$ cat src/rtl/axi_wr_sched.sv
// axi_wr_sched: AW-channel scheduler shared by M1 (CPU) and M2 (DMA).
//
// Arbitrates the two master AW channels round-robin, registers the winning
// address onto a single slave-side AW bus, and then locks the W-mux (WSEL)
// and B-demux (BSEL) to the granted master until its B response is taken.
// Only one write is outstanding at a time.
//
// Ports:
//   clk, rst             clock, asynchronous active-low reset
//   AW*_M / AWVALID_M    packed {M2,M1} master-side address channels
//   AWREADY_M            {M2,M1} ready, combinational from AWREADY_S in ADDR
//   AW*_S / AWVALID_S    registered granted address toward the decoder
//   AWREADY_S            decoder accepted the address
//   W*_S, B*_S           slave-side W/B handshake, observed only
//   WSEL, BSEL           one-hot {M2,M1} routing selects
//   LEN_ERR              one-cycle pulse when WLAST disagrees with AWLEN
module axi_wr_sched #(
  parameter int ID_BITS   = 4,
  parameter int IDS_BITS  = 8,
  parameter int ADDR_BITS = 32,
  parameter int LEN_BITS  = 4,
  parameter int SIZE_BITS = 3
) (
  input  logic                   clk,
  input  logic                   rst,
  input  logic [2*ID_BITS-1:0]   AWID_M,
  input  logic [2*ADDR_BITS-1:0] AWADDR_M,
  input  logic [2*LEN_BITS-1:0]  AWLEN_M,
  input  logic [2*SIZE_BITS-1:0] AWSIZE_M,
  input  logic [3:0]             AWBURST_M,
  input  logic [1:0]             AWVALID_M,
  output logic [1:0]             AWREADY_M,
  output logic [IDS_BITS-1:0]    AWID_S,
  output logic [ADDR_BITS-1:0]   AWADDR_S,
  output logic [LEN_BITS-1:0]    AWLEN_S,
  output logic [SIZE_BITS-1:0]   AWSIZE_S,
  output logic [1:0]             AWBURST_S,
  output logic                   AWVALID_S,
  input  logic                   AWREADY_S,
  input  logic                   WVALID_S,
  input  logic                   WREADY_S,
  input  logic                   WLAST_S,
  input  logic                   BVALID_S,
  input  logic                   BREADY_S,
  output logic [1:0]             WSEL,
  output logic [1:0]             BSEL,
  output logic                   LEN_ERR
);

  localparam int TAG_BITS = IDS_BITS - ID_BITS;

  typedef enum logic [1:0] {IDLE, ADDR, WDATA, WRESP} state_e;

  state_e               state_q, state_d;
  logic                 owner_q, owner_d;   // 0 = M1, 1 = M2
  logic                 ptr_q, ptr_d;       // priority on tie: 0 = M1, 1 = M2
  logic [IDS_BITS-1:0]  awid_q, awid_d;
  logic [ADDR_BITS-1:0] awaddr_q, awaddr_d;
  logic [LEN_BITS-1:0]  awlen_q, awlen_d;
  logic [SIZE_BITS-1:0] awsize_q, awsize_d;
  logic [1:0]           awburst_q, awburst_d;
  logic                 awvalid_q, awvalid_d;
  logic [1:0]           wsel_q, wsel_d;
  logic [1:0]           bsel_q, bsel_d;
  logic                 len_err_q, len_err_d;
  logic [LEN_BITS-1:0]  cnt_q, cnt_d;

  logic                 win;
  logic [1:0]           owner_oh;
  logic                 w_hs;
  logic                 cnt_at_len;

  // M2 wins when it is the sole requester or when both request and the
  // pointer favours M2.
  assign win        = AWVALID_M[1] & (~AWVALID_M[0] | ptr_q);
  assign owner_oh   = owner_q ? 2'b10 : 2'b01;
  assign w_hs       = WVALID_S & WREADY_S;
  assign cnt_at_len = (cnt_q == awlen_q);

  always_comb begin
    state_d   = state_q;
    owner_d   = owner_q;
    ptr_d     = ptr_q;
    awid_d    = awid_q;
    awaddr_d  = awaddr_q;
    awlen_d   = awlen_q;
    awsize_d  = awsize_q;
    awburst_d = awburst_q;
    awvalid_d = awvalid_q;
    wsel_d    = wsel_q;
    bsel_d    = bsel_q;
    len_err_d = 1'b0;
    cnt_d     = cnt_q;

    case (state_q)
      IDLE: begin
        if (|AWVALID_M) begin
          owner_d   = win;
          awid_d    = win ? {TAG_BITS'(2), AWID_M[2*ID_BITS-1:ID_BITS]}
                          : {TAG_BITS'(1), AWID_M[ID_BITS-1:0]};
          awaddr_d  = win ? AWADDR_M[2*ADDR_BITS-1:ADDR_BITS] : AWADDR_M[ADDR_BITS-1:0];
          awlen_d   = win ? AWLEN_M[2*LEN_BITS-1:LEN_BITS]    : AWLEN_M[LEN_BITS-1:0];
          awsize_d  = win ? AWSIZE_M[2*SIZE_BITS-1:SIZE_BITS] : AWSIZE_M[SIZE_BITS-1:0];
          awburst_d = win ? AWBURST_M[3:2]                    : AWBURST_M[1:0];
          awvalid_d = 1'b1;
          state_d   = ADDR;
        end
      end
      ADDR: begin
        if (awvalid_q && AWREADY_S) begin
          awvalid_d = 1'b0;
          cnt_d     = '0;
          ptr_d     = ~owner_q;
          wsel_d    = owner_oh;
          state_d   = WDATA;
        end
      end
      WDATA: begin
        if (w_hs) begin
          // Burst closes on whichever of WLAST or the beat count comes
          // first; the counter is not advanced on that beat so it cannot wrap.
          if (WLAST_S || cnt_at_len) begin
            len_err_d = WLAST_S ^ cnt_at_len;
            wsel_d    = '0;
            bsel_d    = owner_oh;
            state_d   = WRESP;
          end else begin
            cnt_d = cnt_q + LEN_BITS'(1);
          end
        end
      end
      WRESP: begin
        if (BVALID_S && BREADY_S) begin
          bsel_d  = '0;
          state_d = IDLE;
        end
      end
      default: state_d = IDLE;
    endcase
  end

  always_ff @(posedge clk or negedge rst) begin
    if (!rst) begin
      state_q   <= IDLE;
      owner_q   <= 1'b0;
      ptr_q     <= 1'b0;
      awid_q    <= '0;
      awaddr_q  <= '0;
      awlen_q   <= '0;
      awsize_q  <= '0;
      awburst_q <= '0;
      awvalid_q <= 1'b0;
      wsel_q    <= '0;
      bsel_q    <= '0;
      len_err_q <= 1'b0;
      cnt_q     <= '0;
    end else begin
      state_q   <= state_d;
      owner_q   <= owner_d;
      ptr_q     <= ptr_d;
      awid_q    <= awid_d;
      awaddr_q  <= awaddr_d;
      awlen_q   <= awlen_d;
      awsize_q  <= awsize_d;
      awburst_q <= awburst_d;
      awvalid_q <= awvalid_d;
      wsel_q    <= wsel_d;
      bsel_q    <= bsel_d;
      len_err_q <= len_err_d;
      cnt_q     <= cnt_d;
    end
  end

  assign AWREADY_M = (state_q == ADDR && AWREADY_S) ? owner_oh : 2'b00;
  assign AWID_S    = awid_q;
  assign AWADDR_S  = awaddr_q;
  assign AWLEN_S   = awlen_q;
  assign AWSIZE_S  = awsize_q;
  assign AWBURST_S = awburst_q;
  assign AWVALID_S = awvalid_q;
  assign WSEL      = wsel_q;
  assign BSEL      = bsel_q;
  assign LEN_ERR   = len_err_q;

endmodule

$ cat config.mk
export PLATFORM = sky130hd
export DESIGN_NAME = axi_wr_sched
export DESIGN_NICKNAME = d
export VERILOG_FILES = /design/src/rtl/axi_wr_sched.sv
export SDC_FILE = /design/constraint.sdc
export NUM_CORES = 1
export LEC_CHECK = 0
export CAP_MARGIN = 20
export CORE_ASPECT_RATIO = 1.5
export CORE_MARGIN = 2
export CORE_UTILIZATION = 62
export CTS_CLUSTER_SIZE = 30
export DETAILED_ROUTE_END_ITERATION = 7
export DONT_BUFFER_PORTS = 1
export PLACE_DENSITY = 0.85
export SYNTH_ARGS = -nofsm -noshare
export SYNTH_HDL_FRONTEND = slang
export SYNTH_SLANG_ARGS = --single-unit
$ cat constraint.sdc
create_clock -name clk -period 1.9 [get_ports clk]
set_input_delay 0.285 -clock clk [delete_from_list [all_inputs] [get_ports clk]]
set_output_delay 0.285 -clock clk [all_outputs]
set_load 0.005 [all_outputs]
==> impl_metrics.env, run 1 <==
export IMPL_yosys_warnings=0
export IMPL_grt_pass1_vias=2121
export IMPL_start_util=0.633
export IMPL_synth_edff_count=0
export IMPL_synth_async_reset_ratio=1.00
export IMPL_endpoint_kind="flip-flop"
export IMPL_num_rows=30
export IMPL_p_per_area_nw_per_um2=840
export IMPL_port_buffers=0
export IMPL_synthCells=247
export IMPL_dp_hpwl_um=4470
export IMPL_htree_levels=3
export IMPL_power_frac_seq=0.480
export IMPL_nets=362
export IMPL_cellLeakagePower_nw=1.78
export IMPL_core_area_um2=4470
export IMPL_tritoncts="built"
export IMPL_postSynthAreaPerCell_um2=11.4
export IMPL_cts_reportedPaths_clkPinSlew_ns=0.07
export IMPL_yosysUniqueCellTypes=36
export IMPL_vdd_drop_max_v=0.000672
export IMPL_slew_viol_final=0
export IMPL_ys_seq_area_frac=0.531
export IMPL_fin_crit_ns=1.82
export IMPL_synth_ff_latch_count=60
export IMPL_drc_errors=0
export IMPL_synth_area_leader_cell="dfrtp_1"
export IMPL_postRouteAntennaNets=0
export IMPL_clockPowerShare=0.504
export IMPL_gr_usage_all_layers=0.254
export IMPL_fill_cells=314
export IMPL_grt_first_pass_wirelength_um=9650
export IMPL_ys_flop_type="dfrtp_1"
export IMPL_clockRootBuffer="clkbuf_8"
export IMPL_max_cap_violations=0
export IMPL_combinationalPowerShare=0.016
export IMPL_drt_total_wl_um=6490
export IMPL_clockBufferDepth=2
export IMPL_outcome="finished clean"
export IMPL_grt_ovfl_total=0
export IMPL_dr_total_vias=2137
export IMPL_placed_cell_area_um2=2850
export IMPL_clock_sinks=60
export IMPL_required_ns=2.11
export IMPL_syn_to_final_growth_pct=12.1
export IMPL_fmax_mhz=550
export IMPL_wire_per_inst_um=21.0
export IMPL_die_x_um=59.1
export IMPL_drive_gt1_frac=0.153
export IMPL_period_share=0.957
export IMPL_io_pin_count=157
export IMPL_insertion_delay_ns=0.32
export IMPL_critPathTopFamily="simple AND/OR/NAND/NOR gates"
export IMPL_max_stage_delay_ns=0.42
export IMPL_synth_top_area_frac=0.531
export IMPL_synth_area_leaders="dfrtp_1 53%, a222oi_1 16%, inv_1 6.8%"
export IMPL_critical_path_slowest_cell="dfrtp_1"
export IMPL_hold_violations=0
export IMPL_final_area_um2=3170
export IMPL_path_class="flip-flop to flip-flop"
export IMPL_swShare=0.188
export IMPL_cp_arrival_ns=2.03
export IMPL_grt_max_degree=61
export IMPL_synth_most_common_cell="dfrtp_1"
export IMPL_antennaDiodeCount=0
export IMPL_drt_iter0_markers=281
export IMPL_antenna_found_initial=0
export IMPL_cts_buffers=9
export IMPL_setup_violations_final=0
export IMPL_fin_util=0.709
export IMPL_synth_common_cells="60 x dfrtp_1, 51 x inv_1, 45 x a222oi_1"
export IMPL_internal_power_w=0.00216
export IMPL_skew_ns=0.00808
export IMPL_netlist_area_um2=2830
export IMPL_viasPerCell=6.92
export IMPL_globalplace_congestion=0.929
export IMPL_hp_class="primary input to flip-flop"
export IMPL_power_switching_w=0.000500
export IMPL_die_area_um2=5130
export IMPL_worstSetupStartpointType="flip-flop"
export IMPL_drt_first_pass_iters=7
export IMPL_path_cells="xnor2_2, nand4_1, ha_4, and2_4, a21oi_4, nand3_2, mux2_4"
export IMPL_cp_max_fo=4
export IMPL_p_total_w=0.00266
export IMPL_critPathBufInv=0
export IMPL_fp_dieH_um=86.7
## power by group through the flow
stage | Sequential [W] | Clock (W) | Combinational [W]
6_report | 0.00128 | 0.00134 | 0.0000428
5_1_grt | 0.00128 | 0.00143 | 0.0000501
4_1_cts | 0.00128 | 0.00137 | 0.0000439
3_5_place_dp | 0.00130 | 0 | 0.0000101
3_3_place_gp | 0.00130 | 0 | 0.0000105
2_1_floorplan | 0.00130 | 0 | 0.0000121
## area by class of cell
cell class                 count  area, um^2  area share
inverter                      51         191      0.0604
tap                           48        60.1      0.0190
clock buffer                  12         135      0.0427
sequential                    60        1500       0.474
clock inverter                 4        97.6      0.0308
multi-input combinational    119        1030       0.327
timing repair buffer          15         148      0.0466
## final timing paths
kind,start,end,slack [ns],cells after the start
setup / recovery,cnt_q[1],state_q[1],0.08,7
hold / removal,AWLEN_M[7],AWLEN_S[3],0.08,2
setup reg to reg,cnt_q[1],state_q[1],0.08,7
hold reg to reg,AWADDR_S[19],AWADDR_S[19],0.53,2
max in group asynchronous,rst,LEN_ERR,1.16,2
min in group asynchronous,rst,AWADDR_S[31],0.49,2
## timing repair
item / in CTS / in global routing
hold buffers: 2 / 0
setup buffers: 0 / 2
endpoints found under the hold margin: 60 / 0
gates resized for setup: 1 / 6
pin swaps: 0 / 5
endpoints found under the setup margin: 1 / 5
## registers in the layout, summed over array words and instances, names as in the netlist
| name | flops |
|---|---|
| AWADDR_S | 32 |
| AWBURST_S | 2 |
| AWID_S | 5 |
| AWLEN_S | 4 |
| AWSIZE_S | 3 |
| AWVALID_S | 1 |
| BSEL | 2 |
| LEN_ERR | 1 |
| WSEL | 2 |
| cnt_q | 4 |
| owner_q | 1 |
| ptr_q | 1 |
| state_q | 2 |
## layout by cell type, fill, tap and decap left out, drive strengths merged
| cell type | count |
|---|---|
| a31oi | 2 |
| dfrtp | 60 |
| and3 | 2 |
| buf | 14 |
| or2 | 2 |
| or3b | 1 |
| and2 | 1 |
| clkinvlp | 1 |
| a21o | 2 |
| conb | 2 |
| o2bb2ai | 2 |
| nand4 | 2 |
| nor3 | 1 |
| o22ai | 1 |
| a21oi | 4 |
| a32oi | 1 |
| o21ai | 7 |
| nor2b | 3 |
| mux2 | 1 |
| ha | 6 |
| nand2b | 3 |
| clkbuf | 12 |
| dlygate4sd3 | 1 |
| a222oi | 45 |
| xnor2 | 4 |
| inv | 51 |
| a22oi | 1 |
| a22o | 9 |
| nand3 | 2 |
| nand2 | 13 |
| nor2 | 2 |
| bufinv | 3 |
## worst register-to-register path, cell delays in order (launching register included)
cell and delay (ns):
dfrtp_1 0.42, xnor2_2 0.18, nand4_1 0.18, ha_4 0.23, and2_4 0.15, a21oi_4 0.13
nand3_2 0.10, mux2_4 0.31
## kinds of logic (layout without fill, tap and decap cells)
family | Yosys count | count (layout) | synth area share
simple gates | 32 | 32 | 0.0589
flops | 60 | 60 | 0.531
other cells | 1 | 2 | 0.00133
buf+inv | 69 | 82 | 0.118
mux | 1 | 1 | 0.00531
xor+xnor | 4 | 4 | 0.0124
fa+ha+maj | 6 | 6 | 0.0266
compound gates | 74 | 74 | 0.246
## stage by stage
step / setup slack [ns] / TNS, ns / hold slack [ns] / cells
floorplan: 0.164 / 0 / -0.0106 / 248
global placement: 0.0695 / 0 / -0.00951 / 289
detailed placement: 0.0363 / 0 / -0.00946 / 289
CTS: 0.0523 / 0 / 0.0585 / 307
global route: -0.00412 / -0.00412 / 0.0641 / 309
finish: 0.0817 / 0 / 0.0838 / 309
## routing by layer
| layer | share of wire | global-route usage | vias up | routed length [um] |
|---|---|---|---|---|
| li1 | - | - | 936 | - |
| met1 | 0.35 | 0.282 | 1049 | 2290 |
| met2 | 0.56 | 0.428 | 146 | 3610 |
| met3 | 0.079 | 0.0896 | 6 | 515 |
| met4 | 0.010 | 0.114 | 0 | 66 |
| met5 | 0 | 0 | - | 0 |
(Power assumes the default switching activity.)
==> run 2, diff against run 1 <==
- CORE_UTILIZATION: 62 -> 39
- DONT_BUFFER_PORTS: 1 -> unset
- PLACE_DENSITY: 0.85 -> 0.88
==> run 2 against run 1 <==
  * Clock skew down 0.0022 ns
  * Sequential power about the same
  * Sequential share of layout area down 16 points
  * Final cell count up 62%
  * Critical endpoint unchanged
==> impl_metrics.env, run 2 (synthesis results as in run 1) <==
export IMPL_largest_reg_flops=32
export IMPL_cts_buffers=9
export IMPL_die_area_um2=7960
export IMPL_drive_gt1_frac=0.114
export IMPL_gr_usage_all_layers=0.224
export IMPL_grt_pass1_vias=2813
export IMPL_reg2reg_depth=7
export IMPL_p_per_area_nw_per_um2=590
export IMPL_fin_util=0.667
export IMPL_antennaDiodeCount=0
export IMPL_clockBufferDepth=2
export IMPL_drt_iter0_markers=332
export IMPL_final_common_cell="clkdlybuf4s50_1"
export IMPL_cp_arrival_ns=2.05
export IMPL_grt_ovfl_total=0
export IMPL_tritoncts="built"
export IMPL_grt_first_pass_wirelength_um=13600
export IMPL_slew_headroom=0.513
export IMPL_io_pin_count=157
export IMPL_port_buffers=154
export IMPL_drt_total_wl_um=8810
export IMPL_path_class="flip-flop to flip-flop"
export IMPL_globalplace_congestion=0.791
export IMPL_endpoint_kind="flip-flop"
export IMPL_die_x_um=73.5
export IMPL_fin_tns_setup_ns=0
export IMPL_hp_class="primary input to asynchronous set/reset pin"
export IMPL_wire_per_inst_um=17.6
export IMPL_core_area_um2=7130
export IMPL_required_ns=2.13
export IMPL_nets=521
export IMPL_viasPerCell=5.45
export IMPL_fill_cells=564
export IMPL_fp_dieH_um=108
export IMPL_num_rows=38
export IMPL_outcome="finished clean"
export IMPL_skew_ns=0.00585
export IMPL_cellLeakagePower_nw=2.38
export IMPL_antenna_found_initial=0
export IMPL_fmax_mhz=548
export IMPL_regArea_um2=1500
export IMPL_clockRootBuffer="clkbuf_8"
export IMPL_holdWs_ns=0.495
export IMPL_grt_max_degree=38
export IMPL_hold_violations=0
export IMPL_r2r_start="AWLEN_S[0]"
export IMPL_start_util=0.396
export IMPL_max_cap_violations=0
export IMPL_insertion_delay_ns=0.34
export IMPL_postRouteAntennaNets=0
export IMPL_slew_viol_final=0
export IMPL_final_cell_mix="151 x clkdlybuf4s50_1, 59 x dfrtp_1, 51 x inv_1, 45 x a222oi_1, 15 x buf_4"
export IMPL_r2r_slack_ns=0.08
export IMPL_htree_levels=3
export IMPL_cp_max_fo=3
export IMPL_syn_to_final_growth_pct=68.3
export IMPL_vdd_drop_max_v=0.000502
export IMPL_multi_input_area_um2=1030
export IMPL_dr_total_vias=2724
export IMPL_worstSetupStartpointType="flip-flop"
export IMPL_drt_first_pass_iters=6
export IMPL_fin_crit_ns=1.82
export IMPL_setup_violations_final=0
export IMPL_drc_errors=0
export IMPL_dp_hpwl_um=6230
export IMPL_cts_reportedPaths_clkPinSlew_ns=0.07
export IMPL_r2r_end="state_q[1]"
export IMPL_period_share=0.960
export IMPL_worstMarginPinSlew_ns=0.729
export IMPL_clock_sinks=60
run 2: cell count changes in the layout (fill, tap and decap cells not counted), moves of 2 or more:
cell             delta
clkdlybuf4s50_1   +151
buf_4               +3
clkinv_2            +3
buf_12              +2
clkbuf_1            -2
dlygate4sd2_1       +2
run 2: worst max path at each step:
stage,from,endpoint,slack [ns],cells after the start
2_1_floorplan,cnt_q[0],state_q[1],0.16,7
3_3_place_gp,AWVALID_M[0],AWADDR_S[0],-0.32,4
3_5_place_dp,AWVALID_M[0],AWADDR_S[31],-0.40,4
4_1_cts,cnt_q[2],state_q[1],0.03,7
5_1_grt,cnt_q[3],state_q[1],-0.02,7
6_report,AWLEN_S[0],state_q[1],0.08,7
run 2: per-layer routing:
layer,track usage,wire (um),vias to the layer above,part of all wire
met4,0.113,190,0,0.022
met3,0.0522,462,18,0.052
met1,0.245,3230,1345,0.37
met2,0.393,4930,105,0.56
li1,-,-,1256,-
met5,0,0,-,0
run 2: where the power goes:
part           internal (W)  switching [W]  total, W
registers           0.00128              0   0.00128
logic              0.000189      0.0000719  0.000261
clock network      0.000768       0.000502   0.00127
run 2: timing repair:
action / in CTS / in global routing
endpoints found under the setup margin: 47 / 41
gates cloned: 1 / 0
setup buffers: 0 / 2
endpoints found under the hold margin: 25 / 0
pin swaps: 0 / 1
gates resized for setup: 3 / 5
hold buffers: 1 / 0
run 2: final cells by class:
cell class	instances	area share
clock buffer	11	0.0297
clock inverter	5	0.0158
inverter	51	0.0402
multi-input combinational	120	0.217
sequential	60	0.316
tap	80	0.0210
timing repair buffer	173	0.361
run 2: through the flow:
step / total power [W] / area (um^2) / worst slack [ns] / std cells
2_1_floorplan: 0.00131 / 2830 / 0.164 / 248
3_3_place_gp: 0.00156 / 4490 / -0.317 / 480
3_5_place_dp: 0.00156 / 4490 / -0.396 / 480
4_1_cts: 0.00284 / 4730 / 0.0284 / 498
5_1_grt: 0.00290 / 4760 / -0.0222 / 500
6_report: 0.00281 / 4760 / 0.0767 / 500
run 2: worst max-delay path: stages (launching register included):
cell	delay, ns
dfrtp_1	0.41
xnor2_1	0.18
nand4_1	0.13
ha_2	0.20
and2_1	0.17
a21oi_2	0.19
nand3_2	0.13
mux2_4	0.30
==> run 3, diff against run 2 <==
- CORE_UTILIZATION: 39 -> 30
- GPL_ROUTABILITY_DRIVEN: unset -> 0
- PLACE_DENSITY: 0.88 -> 0.72
==> run 3 against run 2 <==
  * Worst hold slack worse by 0.085 ns
  * Final cell count increased by 5.8%
  * Combinational power shrank 3%
  * Utilization fell by 13 points
  * Die area rose by 29%
  * Critical path depth did not move
  * Worst setup slack got worse by 0.0024 ns
  * Power rose by 16%
  * Flip-flop and latch count stayed put
  * Via count is 1.4% lower
  * Critical endpoint unchanged
  * Critical path type unchanged
  * Sequential share of layout area decreased by 0.92 points
  * Routed wire length decreased by 4.1%
==> impl_metrics.env, run 3 (synthesis results as in run 1) <==
export IMPL_clockBufferDepth=2
export IMPL_r2r_slack_ns=0.07
export IMPL_path_class="flip-flop to flip-flop"
export IMPL_drive_gt1_frac=0.110
export IMPL_core_area_um2=9200
export IMPL_largest_reg_flops=32
export IMPL_grt_pass1_vias=2831
export IMPL_fmax_mhz=548
export IMPL_r2r_end="state_q[1]"
export IMPL_vdd_drop_max_v=0.000420
export IMPL_fill_cells=811
export IMPL_clockPowerShare=0.527
export IMPL_drc_errors=0
export IMPL_p_per_area_nw_per_um2=662
export IMPL_grt_first_pass_wirelength_um=13400
export IMPL_postRouteAntennaNets=0
export IMPL_cts_reportedPaths_clkPinSlew_ns=0.05
export IMPL_required_ns=2.10
export IMPL_grt_ovfl_total=0
export IMPL_wire_per_inst_um=16.0
export IMPL_swShare=0.185
export IMPL_drt_total_wl_um=8450
export IMPL_startpoint="cnt_q[0]"
export IMPL_fin_util=0.533
export IMPL_power_switching_w=0.000600
export IMPL_io_pin_count=157
export IMPL_htree_levels=3
export IMPL_skew_ns=0.00342
export IMPL_antennaDiodeCount=0
export IMPL_cp_arrival_ns=2.03
export IMPL_die_x_um=83.3
export IMPL_dr_total_vias=2687
export IMPL_dp_hpwl_um=6360
export IMPL_critical_path_endpoint="state_q[1]"
export IMPL_start_util=0.307
export IMPL_gr_usage_all_layers=0.167
export IMPL_cellLeakagePower_nw=2.42
export IMPL_num_rows=43
export IMPL_hold_violations=0
export IMPL_clock_sinks=60
export IMPL_endpoint_kind="flip-flop"
export IMPL_worstSetupStartpointType="flip-flop"
export IMPL_port_buffers=154
export IMPL_final_cells=529
export IMPL_fin_tns_setup_ns=0
export IMPL_tritoncts="built"
export IMPL_regArea_um2=1500
export IMPL_grt_max_degree=27
export IMPL_internal_power_w=0.00265
export IMPL_setup_violations_final=0
export IMPL_hp_class="primary input to asynchronous set/reset pin"
export IMPL_drt_iter0_markers=265
export IMPL_syn_to_final_growth_pct=73.5
export IMPL_drt_first_pass_iters=6
export IMPL_power_frac_seq=0.394
export IMPL_max_cap_violations=0
export IMPL_clockRootBuffer="clkbuf_16"
export IMPL_insertion_delay_ns=0.32
export IMPL_outcome="finished clean"
export IMPL_cts_buffers=9
export IMPL_slew_viol_final=0
export IMPL_period_share=0.961
export IMPL_antenna_found_initial=0
export IMPL_die_area_um2=10200
export IMPL_dp_cells=511
export IMPL_viasPerCell=5.08
export IMPL_reg2reg_depth=7
export IMPL_r2r_start="cnt_q[0]"
export IMPL_nets=518
export IMPL_holdWs_ns=0.410
export IMPL_multi_input_area_um2=1020
export IMPL_fp_dieH_um=123
export IMPL_final_cell_mix="151 x clkdlybuf4s50_1, 58 x dfrtp_1, 50 x inv_1, 45 x a222oi_1, 13 x nand2_1"
export IMPL_fin_crit_ns=1.83
export IMPL_combinationalPowerShare=0.078
export IMPL_cp_max_fo=6
export IMPL_final_common_cell="clkdlybuf4s50_1"
==> run 3: changes by cell type in the layout (fill, tap and decap cells not counted), sizes merged <==
cell          change
buf               -2
clkinv            -2
a21oi             -1
clkbuf            +1
clkinvlp          +1
dlygate4sd2       -1
dlymetal6s2s      +1
==> run 3: worst min-delay path by stage <==
stage	depth (start not counted)	slack [ns]	from	endpoint
global placement	1	0.22	rst	BSEL[1]
finish	2	0.41	rst	WSEL[0]
CTS	2	0.41	rst	WSEL[0]
floorplan	0	-0.01	rst	AWADDR_S[0]
detailed placement	1	0.22	rst	WSEL[1]
global route	2	0.42	rst	AWADDR_S[9]
==> run 3: worst max-delay path: stages, from the launching register on <==
cell and delay (ns):
dfrtp_2 0.45, xnor2_2 0.16, nand4_1 0.13, ha_1 0.23, and2_1 0.17, a21oi_2 0.16
nand3_2 0.11, mux2_4 0.30
==> run 3: timing repair <==
item                                    CTS  global route
buffers inserted                          1             0
hold buffers                              1             0
resized for setup                         3             5
endpoints found under the setup margin    2             3
hold endpoints to repair                 15             0
==> run 3: layout make-up <==
type / instances / share of cell area
clock inverters: 4 / 0.0148
inverters: 51 / 0.0390
repair buffers: 171 / 0.353
well taps: 112 / 0.0286
clock buffers: 12 / 0.0503
flip-flops and latches: 60 / 0.307
multi-input cells: 119 / 0.208
==> run 3: stage by stage <==
stage                     total power, W  instance area, um^2  setup WS, ns
after floorplan                  0.00131                 2830         0.164
after global placement           0.00155                 4550        0.0476
final                            0.00325                 4900        0.0743
after CTS                        0.00330                 4880       0.00730
after detailed placement         0.00156                 4550        0.0463
after global routing             0.00338                 4900       -0.0151
==> run 3: power groups by stage <==
stage | Clock (W) | Sequential [W] | Combinational (W)
3_5_place_dp | 0 | 0.00130 | 0.000254
6_report | 0.00171 | 0.00128 | 0.000254
2_1_floorplan | 0 | 0.00130 | 0.0000121
3_3_place_gp | 0 | 0.00130 | 0.000251
4_1_cts | 0.00177 | 0.00128 | 0.000257
5_1_grt | 0.00183 | 0.00128 | 0.000273
==> run 3: routing by layer <==
metal	global-route usage	vias up	wire length, um
met1	0.169	1309	3110
li1	-	1251	-
met4	0.0584	0	85
met5	0	-	0
met3	0.0599	9	572
met2	0.313	118	4680
